<file path="src/rtl/cr_su_agg_pkg.sv">
// cr_su_agg_pkg: shared state encoding, record type and sizing helpers for the aggregator
package cr_su_agg_pkg;
  typedef enum logic {SU_AGG_IDLE, SU_AGG_SEND} su_agg_state_e;
  localparam int SU_AGG_REC_W = 128;
  typedef logic [SU_AGG_REC_W-1:0] su_agg_rec_t;
  function automatic int beats(input int rec_w, input int dp_w);
    return rec_w / dp_w;
  endfunction
  function automatic int id_w(input int n_ch);
    return n_ch > 1 ? $clog2(n_ch) : 1;
  endfunction
endpackage

</file>
<file path="src/rtl/cr_su_agg_fifo.sv">
// cr_su_agg_fifo: per-channel record FIFO with registered not-full and combinational head
module cr_su_agg_fifo #(
  parameter int DEPTH = 4,
  parameter int W = 128
) (
  input  logic         clk,
  input  logic         rst_n,
  input  logic         push,
  input  logic [W-1:0] din,
  input  logic         pop,
  output logic         nfull,
  output logic         empty,
  output logic [W-1:0] head
);
  localparam int AW = $clog2(DEPTH);
  logic [W-1:0] mem_q [DEPTH];
  logic [AW-1:0] wr_q, wr_d, rd_q, rd_d;
  logic [AW:0] cnt_q, cnt_d;
  logic nfull_q, nfull_d;
  always_comb begin
    wr_d = push ? wr_q + 1'b1 : wr_q;
    rd_d = pop ? rd_q + 1'b1 : rd_q;
    cnt_d = cnt_q + (AW+1)'(push) - (AW+1)'(pop);
    nfull_d = cnt_d != (AW+1)'(DEPTH);
  end
  always_ff @(posedge clk or negedge rst_n) begin
    if (!rst_n) begin
      wr_q <= '0;
      rd_q <= '0;
      cnt_q <= '0;
      nfull_q <= 1'b0;
    end else begin
      wr_q <= wr_d;
      rd_q <= rd_d;
      cnt_q <= cnt_d;
      nfull_q <= nfull_d;
    end
  end
  always_ff @(posedge clk) begin
    if (push) mem_q[wr_q] <= din;
  end
  assign nfull = nfull_q;
  assign empty = cnt_q == '0;
  assign head = mem_q[rd_q];
endmodule

</file>
<file path="src/rtl/cr_su_agg.sv">
// cr_su_agg: multi-channel scheduler-update aggregator with round-robin serialiser and record counters
module cr_su_agg
  import cr_su_agg_pkg::*;
#(
  parameter int N_CH = 4,
  parameter int REC_W = 128,
  parameter int DP_W = 64,
  parameter int FIFO_DEPTH = 4,
  parameter int CNT_W = 32,
  localparam int ID_W = id_w(N_CH)
) (
  input  logic                  clk,
  input  logic                  rst_n,
  input  logic [N_CH-1:0]       su_in_valid,
  input  logic [N_CH*REC_W-1:0] su_in_data,
  output logic [N_CH-1:0]       su_ready,
  input  logic                  su_ob_in_tready,
  output logic                  su_ob_out_tvalid,
  output logic [DP_W-1:0]       su_ob_out_tdata,
  output logic                  su_ob_out_tlast,
  output logic                  su_ob_out_sop,
  output logic [ID_W-1:0]       su_ob_out_tid,
  input  logic                  cnt_snap_stb,
  output logic [N_CH*CNT_W-1:0] su_cnt,
  output logic                  su_agg_cnt_stb
);
  localparam int BEATS = beats(REC_W, DP_W);
  localparam int BW = BEATS > 1 ? $clog2(BEATS) : 1;
  su_agg_state_e state_q, state_d;
  logic [ID_W-1:0] grant_q, grant_d, rr_q, rr_d, sel, idx;
  logic [BW-1:0] beat_q, beat_d;
  logic [REC_W-1:0] shreg_q, shreg_d;
  logic [CNT_W-1:0] live_q [N_CH];
  logic [CNT_W-1:0] live_d [N_CH];
  logic [N_CH*CNT_W-1:0] cnt_q, cnt_d;
  logic stb_q;
  logic [N_CH-1:0] nfull, empty, pop;
  logic [REC_W-1:0] head [N_CH];
  logic fire, last_fire, found, load;
  int start;
  for (genvar k = 0; k < N_CH; k++) begin : g_ch
    cr_su_agg_fifo #(.DEPTH(FIFO_DEPTH), .W(REC_W)) u_fifo (
      .clk(clk),
      .rst_n(rst_n),
      .push(su_in_valid[k] & nfull[k]),
      .din(su_in_data[k*REC_W +: REC_W]),
      .pop(pop[k]),
      .nfull(nfull[k]),
      .empty(empty[k]),
      .head(head[k])
    );
  end
  always_comb begin
    fire = state_q == SU_AGG_SEND && su_ob_in_tready;
    last_fire = fire && beat_q == BW'(BEATS - 1);
    start = last_fire ? (int'(grant_q) + 1) % N_CH : int'(rr_q);
    found = 1'b0;
    sel = '0;
    idx = '0;
    for (int i = 0; i < N_CH; i++) begin
      idx = ID_W'((start + i) % N_CH);
      if (!found && !empty[idx]) begin
        found = 1'b1;
        sel = idx;
      end
    end
    load = found && (state_q == SU_AGG_IDLE || last_fire);
    pop = load ? N_CH'(1) << sel : '0;
    state_d = load ? SU_AGG_SEND : last_fire ? SU_AGG_IDLE : state_q;
    grant_d = load ? sel : grant_q;
    rr_d = last_fire ? ID_W'(start) : rr_q;
    beat_d = load ? '0 : fire ? beat_q + 1'b1 : beat_q;
    shreg_d = load ? head[sel] : fire ? shreg_q >> DP_W : shreg_q;
  end
  always_comb begin
    cnt_d = cnt_q;
    for (int i = 0; i < N_CH; i++) begin
      live_d[i] = last_fire && grant_q == ID_W'(i) && live_q[i] != '1 ? live_q[i] + 1'b1 : live_q[i];
      cnt_d[i*CNT_W +: CNT_W] = cnt_snap_stb ? live_d[i] : cnt_q[i*CNT_W +: CNT_W];
      live_d[i] = cnt_snap_stb ? '0 : live_d[i];
    end
  end
  always_ff @(posedge clk or negedge rst_n) begin
    if (!rst_n) begin
      state_q <= SU_AGG_IDLE;
      grant_q <= '0;
      rr_q <= '0;
      beat_q <= '0;
      shreg_q <= '0;
      live_q <= '{default: '0};
      cnt_q <= '0;
      stb_q <= 1'b0;
    end else begin
      state_q <= state_d;
      grant_q <= grant_d;
      rr_q <= rr_d;
      beat_q <= beat_d;
      shreg_q <= shreg_d;
      live_q <= live_d;
      cnt_q <= cnt_d;
      stb_q <= cnt_snap_stb;
    end
  end
  assign su_ready = nfull;
  assign su_ob_out_tvalid = state_q == SU_AGG_SEND;
  assign su_ob_out_tdata = shreg_q[DP_W-1:0];
  assign su_ob_out_tlast = su_ob_out_tvalid && beat_q == BW'(BEATS - 1);
  assign su_ob_out_sop = su_ob_out_tvalid && beat_q == '0;
  assign su_ob_out_tid = grant_q;
  assign su_cnt = cnt_q;
  assign su_agg_cnt_stb = stb_q;
endmodule

</file>
<file path="config.mk">
export PLATFORM = sky130hd
export DESIGN_NAME = cr_su_agg
export DESIGN_NICKNAME = d
export VERILOG_FILES = /design/src/rtl/cr_su_agg_pkg.sv /design/src/rtl/cr_su_agg_fifo.sv /design/src/rtl/cr_su_agg.sv
export SDC_FILE = /design/constraint.sdc
export NUM_CORES = 2
export LEC_CHECK = 0
export ABC_AREA = 1
export CORE_ASPECT_RATIO = 1.75
export CORE_MARGIN = 3
export CORE_UTILIZATION = 50
export CTS_BUF_LIST = sky130_fd_sc_hd__clkbuf_4 sky130_fd_sc_hd__clkbuf_8
export CTS_CLUSTER_DIAMETER = 50
export CTS_CLUSTER_SIZE = 16
export DETAILED_ROUTE_END_ITERATION = 10
export GPL_TIMING_DRIVEN = 0
export MAX_ROUTING_LAYER = met4
export PLACE_DENSITY = 0.7
export SYNTH_ARGS = -nofsm -noshare
export SYNTH_HDL_FRONTEND = slang
export SYNTH_SLANG_ARGS = --single-unit
</file>
<file path="constraint.sdc">
create_clock -name clk -period 7.3 [get_ports clk]
set_input_delay 1.46 -clock clk [delete_from_list [all_inputs] [get_ports clk]]
set_output_delay 1.46 -clock clk [all_outputs]
set_load 0.02 [all_outputs]
</file>
==> metrics.yaml <==
run_status:
  status: "complete, but fails checks"
  failed_checks: "design-rule violations"
setup_path:
  critPathBufInv: 5
  reg2reg_slack_ns: 1.92
  crit_path_start: "g_ch[0].u_fifo.cnt_q[1]$_DFF_PN0_"
  cp-end-kind: "flip-flop"
  timing.critical_path.mode_cell: "nand2_1"
  critPathTopFamily: "simple AND/OR/NAND/NOR gates"
  reg2reg_depth: 20
  reg2reg_from: "g_ch[0].u_fifo.cnt_q[1]$_DFF_PN0_"
  critPathKind: "flip-flop to flip-flop"
  worst_ep_arrival_time_ns: 6.23
  max_stage_delay_ns: 1.09
  critical_path_cell_count: 20
  cp-endpoint: "g_ch[0].u_fifo.nfull$_DFF_PN0_"
  path_max_fanout: 10
  worstPathRequired_ns: 8.15
  crit_path_cell_trace: "nor3_1 -> inv_1 -> nand2_1 -> nand2_1 -> nand2_1 -> nand2_1 -> a21oi_1 -> nand2_1 -> nand2_1 -> buf_2 -> nand3_1 -> inv_1 -> ha_1 -> inv_1 -> ha_1 -> inv_1 -> fa_1 -> xnor2_1 -> xnor2_1 -> nand2_1"
  r2r_end: "g_ch[0].u_fifo.nfull$_DFF_PN0_"
  cp_slowest_cell: "nor3_1"
  startpoint_type: "flip-flop"
flow_run:
  maxCapViolCount: 0
placed_design:
  place_congestion: 1.00
  dp.cells: 11819
  dp_hpwl_mm: 261
  port_buffers: 721
  placed_area_mm2: 0.113
global_route:
  grt_max_degree: 102
  grt_pass1_vias: 70406
  grt_first_pass_wirelength_mm: 490
  grt_use_total_pct: 34.4
  antenna_found_initial: 159
  grt_overflow_total: 0
logic_synthesis:
  synth-edff-count: 2048
  synth_xor_area_share_pct: 1.24
  synth_area_mm2: 0.100
  synth_compound_area_share_pct: 9.01
  yosys-top-cells-area: "edfxtp_1 61%, dfrtp_1 11%, nand2_1 6.9%"
  synth_top_area_share_pct: 61.3
  synthMuxAreaShare_pct: 0
  ys_async_sr_fraction_pct: 17.1
  synthAdderAreaFrac_pct: 0.479
  yosys.area_share.simple_pct: 14.2
  postSynthAreaPerCell_um2: 11.9
  synth_top_area_cell: "edfxtp_1"
  synth_cells: 8397
  synth_flop_cell: "edfxtp_1"
  synth_nets: 8953
  synth.most_common_cell: "edfxtp_1"
  synth_top_family_by_area: "simple AND/OR/NAND/NOR gates"
  ys_types: 32
  ys_ff_latch: 2471
  yosys-top-cells-count: "2048 x edfxtp_1, 1854 x nand2_1, 930 x nor2_1"
  synth-seq-area-share_pct: 71.8
  yosys_warnings: 0
cts:
  cts_buffer_depth: 4
  worstSkewPairLatency_ns: 0.99
  clkSinkCount: 2471
  cts_tree: "yes"
  cts_max_level: 4
  numCtsBuffers: 190
  clk_pin_slew_ns: 0.10
  cts_root_buffer: "clkbuf_8"
  post_cts_buffers: 0
  hold_buffers: 0
  post_cts_resized: 0
detailed_routing:
  postRouteAntennaNets: 0
  dr_total_vias: 72558
  wl_met3_mm: 36.3
  top_layer_used: "met4"
  drtIter0Drc: 8076
  firstDrtPassIters: 9
  post-route-drc-count: 1
  wl_met2_mm: 171
  viasPerCell: 5.91
  wl_per_cell_um: 28.8
  met1_length_mm: 118
  finalWirelength_mm: 354
die:
  die_y_um: 599
  coreArea_mm2: 0.199
  die_w_um: 345
  start_util_pct: 50.5
  dieArea_mm2: 0.206
  num_rows: 216
  ios: 722
sta:
  setup_viol: 0
  rsz0062_at_grt: "no"
  report.final.slew_viol_count: 0
  fin_worst_skew_ns: 0.0584
  period_share_pct: 73.7
  holdWs_ns: 0.451
  timing.fmax_mhz: 186
  tightest_slew_ns: 1.45
  slew_headroom_pct: 2.68
  tns_ns: 0
  post-route-min-period_ns: 5.38
  hold_violations: 0
power_and_ir_drop:
  power.density_mw_per_mm2: 424
  ir_drop_mv: 0.241
  p_leak_nw: 40.9
min_path:
  hold_class: "input pin to async pin"
final_layout:
  area_growth_pct: 16.5
  final_layout_size_suffix_gt1_share_pct: 6.37
  fin_util_pct: 58.9
  instances_no_fill: 12286
  fin_nets: 9951
  fin_area_mm2: 0.117
metal layers:
metal  track usage (%)  vias up
met5                 -        -
met3              9.79      807
met2              54.6     3810
met1              37.5    35845
li1                  -    32096
met4              22.9        0
sequential cells by signal (all words and copies together) (netlist names), 4 cells and up:
name and flops:
g_ch.u_fifo.rd_q 8, g_ch.u_fifo.wr_q 8, g_ch.u_fifo.cnt_q 12, shreg_q 128, g_ch.u_fifo.mem_q 2048, live_q 128, su_cnt 128, g_ch.u_fifo.nfull 4
final cells by class:
| type | instances | area [um2] |
|---|---|---|
| Multi-Input combinational cell | 5181 | 25100 |
| Buffer | 612 | 2770 |
| Tap cell | 2616 | 3270 |
| Clock buffer | 276 | 3320 |
| Inverter | 133 | 499 |
| Clock inverter | 33 | 362 |
| Antenna cell | 158 | 395 |
| Sequential cell | 2471 | 72100 |
| Fill cell | 16086 | 81700 |
| Timing Repair Buffer | 806 | 9100 |
report_power, final:
| group | switching, mW | internal [mW] | total, mW |
|---|---|---|---|
| registers | 0.865 | 18.1 | 18.9 |
| logic | 16.9 | 6.08 | 23.0 |
| clock network | 4.53 | 3.12 | 7.65 |
per-stage QoR:
| step | worst slack [ns] | power, mW |
|---|---|---|
| floorplan | -0.277 | 30.9 |
| global placement | -14.97 | 41.7 |
| detailed placement | 0.967 | 41.9 |
| CTS | 1.84 | 49.4 |
| global route | 1.68 | 51.2 |
| finish | 1.92 | 49.5 |
worst reg2reg max path, cell delays in order (launching register included):
cell	delay (ns)
dfrtp_1	0.44
nor3_1	1.09
inv_1	0.16
nand2_1	0.12
nand2_1	0.10
nand2_1	0.08
nand2_1	0.11
a21oi_1	0.15
nand2_1	0.09
nand2_1	0.34
buf_2	0.54
nand3_1	0.41
inv_1	0.29
ha_1	0.27
inv_1	0.06
ha_1	0.14
inv_1	0.05
fa_1	0.39
xnor2_1	0.18
xnor2_1	0.17
nand2_1	0.08
how the worst min path moves through the flow:
stage / endpoint / slack (ns) / cells after the start
after CTS: su_cnt[102]$_DFFE_PN0P_ / 0.36 / 1
after detailed placement: shreg_q[67]$_DFFE_PN0P_ / 0.47 / 2
after global placement: shreg_q[65]$_DFFE_PN0P_ / 0.46 / 2
final: g_ch[3].u_fifo.rd_q[1]$_DFFE_PN0P_ / 0.45 / 1
after global routing: g_ch[3].u_fifo.rd_q[1]$_DFFE_PN0P_ / 0.42 / 1
after floorplan: shreg_q[100]$_DFFE_PN0P_ / 0.45 / 2
layout by cell type (no fill, tap or decap), types with 103 or more instances in the layout:
cell and n:
a21oi_1 261, a32o_1 256, buf_2 103, clkbuf_1 392, clkbuf_8 199, clkdlybuf4s50_1 720, dfrtp_1 423, diode_2 158
edfxtp_1 2048, inv_1 131, nand2_1 1854, nand3_1 612, nor2_1 914, o21ai_0 709, o22ai_1 256
kinds of logic (layout without fill, tap and decap cells):
logic type	count (synthesis)	after routing
other	0	158
and+or+nand+nor	3519	3519
buffers and inverters	745	1860
DFF	2471	2471
adders and majority gates	36	36
xor gates and xnor gates	142	142
AOI/OAI and AO/OA	1484	1484
No activity file was read; power rests on OpenSTA's default activity.
